[config.mk]
export PLATFORM = sky130hd
export DESIGN_NAME = adc_sample_scheduler_flat
export DESIGN_NICKNAME = d
export VERILOG_FILES = /design/src/rtl/adc_sample_scheduler_if.sv /design/src/rtl/adc_sample_scheduler.sv /design/src/flat_wrapper.sv
export SDC_FILE = /design/constraint.sdc
export NUM_CORES = 1
export LEC_CHECK = 0
export BUFFER_PORTS_ARGS = -buffer_cell sky130_fd_sc_hd__buf_2
export CELL_PAD_IN_SITES_DETAIL_PLACEMENT = 0
export CELL_PAD_IN_SITES_GLOBAL_PLACEMENT = 1
export CORE_UTILIZATION = 25
export CTS_BUF_LIST = sky130_fd_sc_hd__clkbuf_8 sky130_fd_sc_hd__clkbuf_16
export CTS_CLUSTER_DIAMETER = 120
export DETAILED_ROUTE_END_ITERATION = 8
export PLACE_DENSITY_LB_ADDON = 0.2
export SYNTH_ARGS = -nofsm -noshare
export SYNTH_HDL_FRONTEND = slang
export SYNTH_SLANG_ARGS = --single-unit
[constraint.sdc]
create_clock -name i_clk -period 6 [get_ports i_clk]
set_input_delay 0.3 -clock i_clk [delete_from_list [all_inputs] [get_ports i_clk]]
set_output_delay 0.3 -clock i_clk [all_outputs]
set_load 0.05 [all_outputs]
[src/rtl/adc_sample_scheduler_if.sv]
// Control/status bundle between the ADC sample scheduler and its front-end drivers.
// master = scheduler side; slave = ADC drivers plus configuration and readback.
interface adc_sample_scheduler_if #(
  parameter int unsigned FCNT_W = 16
);
  logic              i_en;
  logic [31:0]       i_m_cyc_t;
  logic [7:0]        i_s_ratio;
  logic              i_clr_err;
  logic              o_m_start;
  logic              i_m_done;
  logic              o_s_start;
  logic              i_s_done;
  logic              o_frame_valid;
  logic              o_frame_sub;
  logic [FCNT_W-1:0] o_frame_cnt;
  logic              o_m_overrun;
  logic              o_timeout;
  logic [1:0]        o_state;

  modport master (
    input  i_en, i_m_cyc_t, i_s_ratio, i_clr_err, i_m_done, i_s_done,
    output o_m_start, o_s_start, o_frame_valid, o_frame_sub, o_frame_cnt,
           o_m_overrun, o_timeout, o_state
  );

  modport slave (
    output i_en, i_m_cyc_t, i_s_ratio, i_clr_err, i_m_done, i_s_done,
    input  o_m_start, o_s_start, o_frame_valid, o_frame_sub, o_frame_cnt,
           o_m_overrun, o_timeout, o_state
  );
endinterface

[src/rtl/adc_sample_scheduler.sv]
// Periodic main/sub ADC conversion scheduler with frame completion flag and sticky error flags.
// Latency: tick -> o_m_start +1 clk; accepted done -> o_s_start or o_frame_valid +1 clk.
// Backpressure: none; ticks arriving while a frame is in flight are dropped and flagged as overrun.
module adc_sample_scheduler #(
  parameter int unsigned TIMEOUT_CYC = 2000,
  parameter int unsigned FCNT_W      = 16
) (
  input  logic                   i_clk,
  input  logic                   i_rst,
  adc_sample_scheduler_if.master bus
);

  typedef enum logic [1:0] {
    IDLE  = 2'd0,
    M_RUN = 2'd1,
    S_RUN = 2'd2,
    DONE  = 2'd3
  } state_t;

  localparam int unsigned WAIT_W = $clog2(TIMEOUT_CYC + 1);

  state_t              state;
  state_t              state_nxt;

  logic [31:0]         per_cnt;
  logic [31:0]         per_len;
  logic [31:0]         cyc_clamp;
  logic                per_wrap;
  logic                tick;

  logic [7:0]          sub_cnt;
  logic                sub_due_now;
  logic                sub_due_q;

  logic [WAIT_W-1:0]   wait_cnt;
  logic                wait_hit;

  logic                m_start_q;
  logic                s_start_q;
  logic                overrun_q;
  logic                timeout_q;
  logic [FCNT_W-1:0]   frame_cnt_q;

  logic                m_start_nxt;
  logic                s_start_nxt;
  logic                take_tick;
  logic                set_overrun;
  logic                set_timeout;
  logic                enter_done;

  // Periods shorter than 2 cycles cannot be honoured, so they collapse to 2.
  assign cyc_clamp = (bus.i_m_cyc_t < 32'd2) ? 32'd2 : bus.i_m_cyc_t;
  assign per_wrap  = (per_cnt == per_len - 32'd1);
  assign tick      = bus.i_en && (per_cnt == 32'd0);

  always_ff @(posedge i_clk) begin
    if (i_rst) begin
      per_cnt <= 32'd0;
      per_len <= cyc_clamp;
    end else if (!bus.i_en) begin
      per_cnt <= 32'd0;
      per_len <= cyc_clamp;
    end else if (per_wrap) begin
      per_cnt <= 32'd0;
      per_len <= cyc_clamp;
    end else begin
      per_cnt <= per_cnt + 32'd1;
    end
  end

  assign sub_due_now = (bus.i_s_ratio != 8'd0) && (sub_cnt == bus.i_s_ratio - 8'd1);
  assign wait_hit    = (wait_cnt == WAIT_W'(TIMEOUT_CYC - 1));

  always_comb begin
    state_nxt   = state;
    m_start_nxt = 1'b0;
    s_start_nxt = 1'b0;
    take_tick   = 1'b0;
    set_timeout = 1'b0;
    enter_done  = 1'b0;
    set_overrun = tick && (state != IDLE);
    case (state)
      IDLE: begin
        if (tick) begin
          take_tick   = 1'b1;
          m_start_nxt = 1'b1;
          state_nxt   = M_RUN;
        end
      end
      M_RUN: begin
        // A done in the same cycle as its start pulse cannot belong to it.
        if (!m_start_q && bus.i_m_done) begin
          if (sub_due_q) begin
            s_start_nxt = 1'b1;
            state_nxt   = S_RUN;
          end else begin
            enter_done  = 1'b1;
            state_nxt   = DONE;
          end
        end else if (wait_hit) begin
          set_timeout = 1'b1;
          state_nxt   = IDLE;
        end
      end
      S_RUN: begin
        if (!s_start_q && bus.i_s_done) begin
          enter_done = 1'b1;
          state_nxt  = DONE;
        end else if (wait_hit) begin
          set_timeout = 1'b1;
          state_nxt   = IDLE;
        end
      end
      DONE: begin
        state_nxt = IDLE;
      end
      default: begin
        state_nxt = IDLE;
      end
    endcase
  end

  always_ff @(posedge i_clk) begin
    if (i_rst) begin
      state <= IDLE;
    end else begin
      state <= state_nxt;
    end
  end

  always_ff @(posedge i_clk) begin
    if (i_rst) begin
      wait_cnt <= '0;
    end else if ((state_nxt != state) || (state == IDLE) || (state == DONE)) begin
      wait_cnt <= '0;
    end else if (!wait_hit) begin
      wait_cnt <= wait_cnt + WAIT_W'(1);
    end
  end

  always_ff @(posedge i_clk) begin
    if (i_rst) begin
      sub_cnt   <= 8'd0;
      sub_due_q <= 1'b0;
    end else if (take_tick) begin
      sub_due_q <= sub_due_now;
      sub_cnt   <= sub_due_now ? 8'd0 : sub_cnt + 8'd1;
    end
  end

  always_ff @(posedge i_clk) begin
    if (i_rst) begin
      m_start_q   <= 1'b0;
      s_start_q   <= 1'b0;
      overrun_q   <= 1'b0;
      timeout_q   <= 1'b0;
      frame_cnt_q <= '0;
    end else begin
      m_start_q <= m_start_nxt;
      s_start_q <= s_start_nxt;
      // New error events take priority over a simultaneous clear.
      if (set_overrun) begin
        overrun_q <= 1'b1;
      end else if (bus.i_clr_err) begin
        overrun_q <= 1'b0;
      end
      if (set_timeout) begin
        timeout_q <= 1'b1;
      end else if (bus.i_clr_err) begin
        timeout_q <= 1'b0;
      end
      if (enter_done) begin
        frame_cnt_q <= frame_cnt_q + FCNT_W'(1);
      end
    end
  end

  assign bus.o_m_start     = m_start_q;
  assign bus.o_s_start     = s_start_q;
  assign bus.o_frame_valid = (state == DONE);
  assign bus.o_frame_sub   = (state == DONE) && sub_due_q;
  assign bus.o_frame_cnt   = frame_cnt_q;
  assign bus.o_m_overrun   = overrun_q;
  assign bus.o_timeout     = timeout_q;
  assign bus.o_state       = state;

endmodule

[src/flat_wrapper.sv]
// flat-port wrapper written by rule: the top's interface ports become plain ports
module adc_sample_scheduler_flat 
#(
  parameter int unsigned TIMEOUT_CYC = 2000,
  parameter int unsigned FCNT_W      = 16
)
  (i_clk, i_rst, bus_i_en, bus_i_m_cyc_t, bus_i_s_ratio, bus_i_clr_err, bus_i_m_done, bus_i_s_done, bus_o_m_start, bus_o_s_start, bus_o_frame_valid, bus_o_frame_sub, bus_o_frame_cnt, bus_o_m_overrun, bus_o_timeout, bus_o_state);
  adc_sample_scheduler_if #(.FCNT_W(FCNT_W)) bus_i ();
  input  logic i_clk;
  input  logic i_rst;
  input wire logic [$bits(bus_i.i_en)-1:0] bus_i_en;
  input wire logic [$bits(bus_i.i_m_cyc_t)-1:0] bus_i_m_cyc_t;
  input wire logic [$bits(bus_i.i_s_ratio)-1:0] bus_i_s_ratio;
  input wire logic [$bits(bus_i.i_clr_err)-1:0] bus_i_clr_err;
  input wire logic [$bits(bus_i.i_m_done)-1:0] bus_i_m_done;
  input wire logic [$bits(bus_i.i_s_done)-1:0] bus_i_s_done;
  output wire logic [$bits(bus_i.o_m_start)-1:0] bus_o_m_start;
  output wire logic [$bits(bus_i.o_s_start)-1:0] bus_o_s_start;
  output wire logic [$bits(bus_i.o_frame_valid)-1:0] bus_o_frame_valid;
  output wire logic [$bits(bus_i.o_frame_sub)-1:0] bus_o_frame_sub;
  output wire logic [$bits(bus_i.o_frame_cnt)-1:0] bus_o_frame_cnt;
  output wire logic [$bits(bus_i.o_m_overrun)-1:0] bus_o_m_overrun;
  output wire logic [$bits(bus_i.o_timeout)-1:0] bus_o_timeout;
  output wire logic [$bits(bus_i.o_state)-1:0] bus_o_state;
  assign bus_i.i_en = bus_i_en;
  assign bus_i.i_m_cyc_t = bus_i_m_cyc_t;
  assign bus_i.i_s_ratio = bus_i_s_ratio;
  assign bus_i.i_clr_err = bus_i_clr_err;
  assign bus_i.i_m_done = bus_i_m_done;
  assign bus_i.i_s_done = bus_i_s_done;
  assign bus_o_m_start = bus_i.o_m_start;
  assign bus_o_s_start = bus_i.o_s_start;
  assign bus_o_frame_valid = bus_i.o_frame_valid;
  assign bus_o_frame_sub = bus_i.o_frame_sub;
  assign bus_o_frame_cnt = bus_i.o_frame_cnt;
  assign bus_o_m_overrun = bus_i.o_m_overrun;
  assign bus_o_timeout = bus_i.o_timeout;
  assign bus_o_state = bus_i.o_state;
  adc_sample_scheduler #(.TIMEOUT_CYC(TIMEOUT_CYC), .FCNT_W(FCNT_W)) u_core (.i_clk(i_clk), .i_rst(i_rst), .bus(bus_i));
endmodule
Word-level counts from Yosys, hierarchy flattened. Index checks and enable logic that the tools add are counted.

Flip-flop bits (word level): 106. Bits of input ports: 46. Output and inout bits: 24. Logic and storage cells: 73.

Add/sub/neg operators: 6. Order comparisons: 1. Equality and inequality tests: 8. Multiplexer cells: 25. Bitwise gates (word level): 3. Reductions and logical operators: 19.

Operators by type and width (count): $mux 32 (4); $add 32x1->32 const B (1); $eq 32x32->1 (1); $logic_not 32->1 (1); $lt 32x2->1 const B (1); $sub 32x1->32 const B (1); $add 16x1->16 const B (1); $mux 1 (13); $add 11x1->11 const B (1); $eq 11x11->1 const B (1); $add 8x1->8 const B (1); $eq 8x8->1 (1); $mux 2 (4); $mux 8 (1); $pmux 2 s4 (1); $reduce_bool 8->1 (1); $sub 8x1->8 const B (1); $logic_and 1x1->1 (6); $reduce_bool 2->1 (3); $reduce_or 3->1 (2); $eq 2x2->1 const B (2); $pmux 1 s2 (2); $ne 3x2->1 const B (1); $not 1->1 (3); 6 further kinds (8).

Depth between registers and ports, before layout.
Depth in word-level cells: 8. Mapped depth: 12. Gate-level depth less buffers: 10.

Worst setup path after synthesis. Ideal clock, no wire load.

Kind: register to register. Start: reg u_core.per_len[0]. End: reg u_core.per_len[0], enable pin. Library setup time: 0.330 ns. Arrival: 3.045 ns. Required time: 5.670 ns. Path slack: 2.626 ns. Stages on the path, launching flop included: 11. Path buffers: 1. Clock period less this slack: 3.374 ns. Path through: edfxtp_1 -> inv_1 -> ha_1 -> nor3b_1 -> nand4bb_4 -> nor4_4 -> mux2i_1 -> or4b_1 -> nor4_1 -> a311o_2 -> buf_6.

Longest elaborated chain between the ends: 3.

Ends and longest elaborated chain: start: declaration (line adc_sample_scheduler.sv:26) `logic [31:0] per_len;`; start signal: assignment (line adc_sample_scheduler.sv:59) `per_len <= cyc_clamp;`; start signal: assignment (line adc_sample_scheduler.sv:62) `per_len <= cyc_clamp;`; start signal: assignment (line adc_sample_scheduler.sv:65) `per_len <= cyc_clamp;`; $sub 32x1->32 (line adc_sample_scheduler.sv:53) `assign per_wrap = (per_cnt == per_len - 32'd1);`; $eq 32x32->1 (line adc_sample_scheduler.sv:53); $ne 3x2->1 (no line).

No other way between the ends. A chain may end at the register's enable or synchronous reset.

Worst setup path in the final report.
Start: reg u_core.per_len[0]. End: reg u_core.per_cnt[6].

Longest elaborated chain between the ends: 3.

Ends and longest elaborated chain: $sub 32x1->32 (line adc_sample_scheduler.sv:53); $eq 32x32->1 (line adc_sample_scheduler.sv:53); $reduce_or 3->1 (no line); end signal: assignment (line adc_sample_scheduler.sv:67) `per_cnt <= per_cnt + 32'd1;`; end: declaration (line adc_sample_scheduler.sv:25) `logic [31:0] per_cnt;`.

No other way between the ends.

==> flow_metrics.py <==
metrics = {
    "route": {
        "antenna_violating_nets_post_route": 0,
        "drtPass1Iterations": 4,
        "finalWirelength_mm": 14.5,
        "drt_drc_violations_left": 0,
        "routed-via-count": 4717,
        "via_per_inst": 4.64,
        "avgRoutedWirePerCell_um": 14.3,
        "first_iter_violations": 250,
    },
    "global_routing": {
        "globalRoute.totalOverflow": 0,
        "grt_antenna_before_repair": 0,
        "vias_in_the_first_global_route": 4608,
        "grt_usage_pct": 12.5,
        "wire_length_of_the_first_global_routing_pass_mm": 23.8,
        "grt_max_degree": 34,
    },
    "yosys": {
        "post_synth_and_or_nand_nor_area_fraction_pct": 26.8,
        "synth_top_cell_area_share_pct": 25.2,
        "synth_xor_area_share_pct": 14.6,
        "synth_area_leaders": "dfxtp_1 (25%), edfxtp_1 (16%), xor2_1 (8.6%)",
        "avgSynthCellArea_um2": 8.80,
        "netlist-cell-type-count": 60,
        "synth.ff_latch_count": 106,
        "synth.mux.area_fraction_pct": 1.98,
        "ys_async_sr_fraction_pct": 0,
        "yosys_warnings": 0,
        "synth_flop_cell": "dfxtp_1",
        "post_synthesis_compound_gate_area_fraction_pct": 7.67,
        "post_synth_fa_ha_maj_area_fraction_pct": 2.34,
        "synth_edf_count": 32,
        "synth_cells": 668,
        "post_synthesis_cell_area_mm2": 0.00588,
        "combinational_family_with_the_most_area_after_synthesis": "simple AND/OR/NAND/NOR gates",
        "synth_seq_area_share_pct": 41.6,
        "yosysTopAreaCell": "dfxtp_1",
        "syn_nets": 725,
    },
    "final_layout": {
        "final_layout_size_suffix_gt1_share_pct": 14.1,
        "area.growth.synth_to_final_pct": 14.2,
        "multi_input_combinational_cell_area_mm2": 0.00314,
        "non_filler_instance_count_after_layout": 1017,
        "insertedDiodeCount": 0,
        "fillers": 2485,
        "seq_area_mm2": 0.00244,
        "final_net_count": 756,
    },
    "clock_tree": {
        "post_cts.repair.setup_buffers": 0,
        "reg_clk_slew_reported_paths_ps": 80,
        "cts_hold_repair.buffers": 0,
        "insertion_delay_ps": 350,
        "cts_tree": "yes",
        "cts_resized": 0,
        "cts_root_buf": "clkbuf_16",
        "cts-buffers-inserted": 9,
        "cts_num_sinks": 106,
        "ctsHtreeMaxLevel": 3,
        "max-clock-path-buffers": 2,
    },
    "timing": {
        "timing.setup.tns_ps": 0,
        "finalHoldViolations": 0,
        "max_freq_mhz": 231,
        "worst_slew_margin_relative_to_its_limit_pct": 40.8,
        "finClkSkew_ps": 11.8,
        "timing.final.crit_period_ps": 4320,
        "drv_slew": 0,
        "setup_viol": 0,
        "rsz0062_at_grt": "no",
        "post-route-period-util_pct": 72.0,
        "worst_pin_slew_ps": 887,
    },
    "worst_setup_path": {
        "critPathLaunch": "u_core.per_len[0]",
        "arrival_ps": 4550,
        "r2r-end": "u_core.per_cnt[6]",
        "critPathRequiredTime_ps": 6220,
        "worst-r2r-cell-count": 11,
        "setup.worst_path.end": "u_core.per_cnt[6]",
        "worst_r2r_startpoint": "u_core.per_len[0]",
        "setup_slack_of_the_most_critical_reg_to_reg_path_ps": 1680,
        "cp-end-kind": "flip-flop",
        "crit_path_start_kind": "flip-flop",
        "path_class": "reg -> reg",
        "crit_fanout": 33,
    },
    "power_and_ir_drop": {
        "combPwrFrac_pct": 10.1,
        "total_switching_power_mw": 0.422,
        "cell_internal_pwr_mw": 1.17,
        "leakage_power_of_the_design_nw": 2.43,
        "peakVddDrop_mv": 0.121,
        "power_density_mw_per_mm2": 238,
        "clockPowerShare_pct": 39.6,
        "seq_power_share_pct": 50.3,
        "power.share.switching_pct": 26.4,
    },
    "placed_design": {
        "place_inst": 1001,
        "dp_hpwl_mm": 10.9,
        "port_buffers": 69,
        "placer_congestion_estimate": 0.798,
    },
    "flow_run": {
        "cap_viol_max_count": 0,
    },
    "floorplan": {
        "core_mm2": 0.0228,
        "top_level_ports": 70,
        "design.die.area_mm2": 0.0241,
        "starting_utilization_of_the_core_area_pct": 25.7,
        "fp-row-count": 55,
        "die_width_um": 155,
        "die_y_um": 155,
    },
    "worst_hold_path": {
        "path_category_of_the_worst_min_delay_check": "in -> reg",
    },
    "run_status": {
        "status": "complete, no violations",
    },
}
[cell families after synthesis]
family          Yosys count
flops                   106
fa+ha+maj                11
simple gates            305
compound gates           67
buf+inv                  70
mux                      11
xor+xnor                 98
[worst min-delay path by stage]
stage	startpoint	to	slack (ps)	depth (start not counted)
after floorplan	u_core.per_cnt[0]	u_core.per_cnt[0]	450	1
after global placement	u_core.bus.o_m_overrun	u_core.bus.o_m_overrun	460	2
after detailed placement	u_core.bus.o_m_overrun	u_core.bus.o_m_overrun	460	2
after CTS	bus_i_m_cyc_t[21]	u_core.per_len[21]	120	1
after global routing	bus_i_m_cyc_t[26]	u_core.per_len[26]	110	1
final	bus_i_m_cyc_t[21]	u_core.per_len[21]	130	1
[layout by cell type, fill, tap and decap left out, drive strengths merged, types with 12 or more instances in the layout]
cell type and count:
nor2 99, dfxtp 74, buf 70, xor2 58
xnor2 40, nand2 39, nand3 38, edfxtp 32
nor4 25, inv 24, nor3 21, nand4 20
a21oi 16, o21ai 14, and3 12
[state kept, by name, indices dropped and copies added, names as in the netlist]
signal and count:
u_core.bus.o_frame_cnt 16, u_core.bus.o_m_overrun 1, u_core.bus.o_m_start 1, u_core.bus.o_s_start 1
u_core.bus.o_state 2, u_core.bus.o_timeout 1, u_core.per_cnt 32, u_core.per_len 32
u_core.sub_cnt 8, u_core.sub_due_q 1, u_core.wait_cnt 11
[metrics by stage]
stage / instance area (um^2) / power, mW / setup WS, ps / hold WS [ps] / util, %
2_1_floorplan: 5880 / 0.930 / 2630 / 451 / -
4_1_cts: 6710 / 1.62 / 1660 / 116 / 29.4
6_report: 6710 / 1.60 / 1680 / 131 / 29.4
5_1_grt: 6710 / 1.67 / 1320 / 114 / 29.4
3_3_place_gp: 6400 / 0.981 / 1840 / 459 / 28.0
3_5_place_dp: 6400 / 0.982 / 1670 / 464 / 28.0
[worst max-delay path, stage by stage, from the launching register on]
cell and delay [ps]:
edfxtp_1 450, inv_1 90, ha_1 190, nor3b_1 620, nand4bb_4 270, nor3_1 380, a21oi_1 110, or4b_1 470
nor4_1 270, a311o_2 770, buf_4 460, nor2_1 100
[cell type report]
| type | instances | share of cell area (%) |
|---|---|---|
| repair buffers | 70 | 5.26 |
| multi-input cells | 492 | 46.8 |
| inverters | 20 | 1.12 |
| clock inverters | 6 | 1.06 |
| clock buffers | 10 | 3.56 |
| well taps | 313 | 5.84 |
| flip-flops and latches | 106 | 36.4 |
[power groups by stage]
stage / Sequential, mW / Combinational [mW] / Clock [mW]
2_1_floorplan: 0.814 / 0.116 / 0
3_3_place_gp: 0.821 / 0.160 / 0
3_5_place_dp: 0.820 / 0.162 / 0
4_1_cts: 0.803 / 0.163 / 0.654
5_1_grt: 0.810 / 0.182 / 0.681
6_report: 0.804 / 0.161 / 0.632
[Yosys cell counts (all sizes together) (14+ instances only)]
| master | n |
|---|---|
| nand3 | 38 |
| clkbuf | 45 |
| nor2 | 99 |
| xor2 | 58 |
| a21oi | 16 |
| edfxtp | 32 |
| nor3 | 21 |
| o21ai | 14 |
| dfxtp | 74 |
| xnor2 | 40 |
| nand4 | 20 |
| nand2 | 39 |
| inv | 20 |
| nor4 | 25 |
[per-layer routing]
| metal | wire length, um | share of wire, % | global-route usage, % | up-vias |
|---|---|---|---|---|
| met5 | 0 | 0 | 0 | - |
| met2 | 6700 | 46 | 21.1 | 103 |
| met1 | 7010 | 48 | 16.3 | 2205 |
| met4 | 198 | 1.4 | 3.69 | 0 |
| met3 | 606 | 4.2 | 2.31 | 14 |
| li1 | - | - | - | 2395 |
Power figures use the tool's default switching activity.
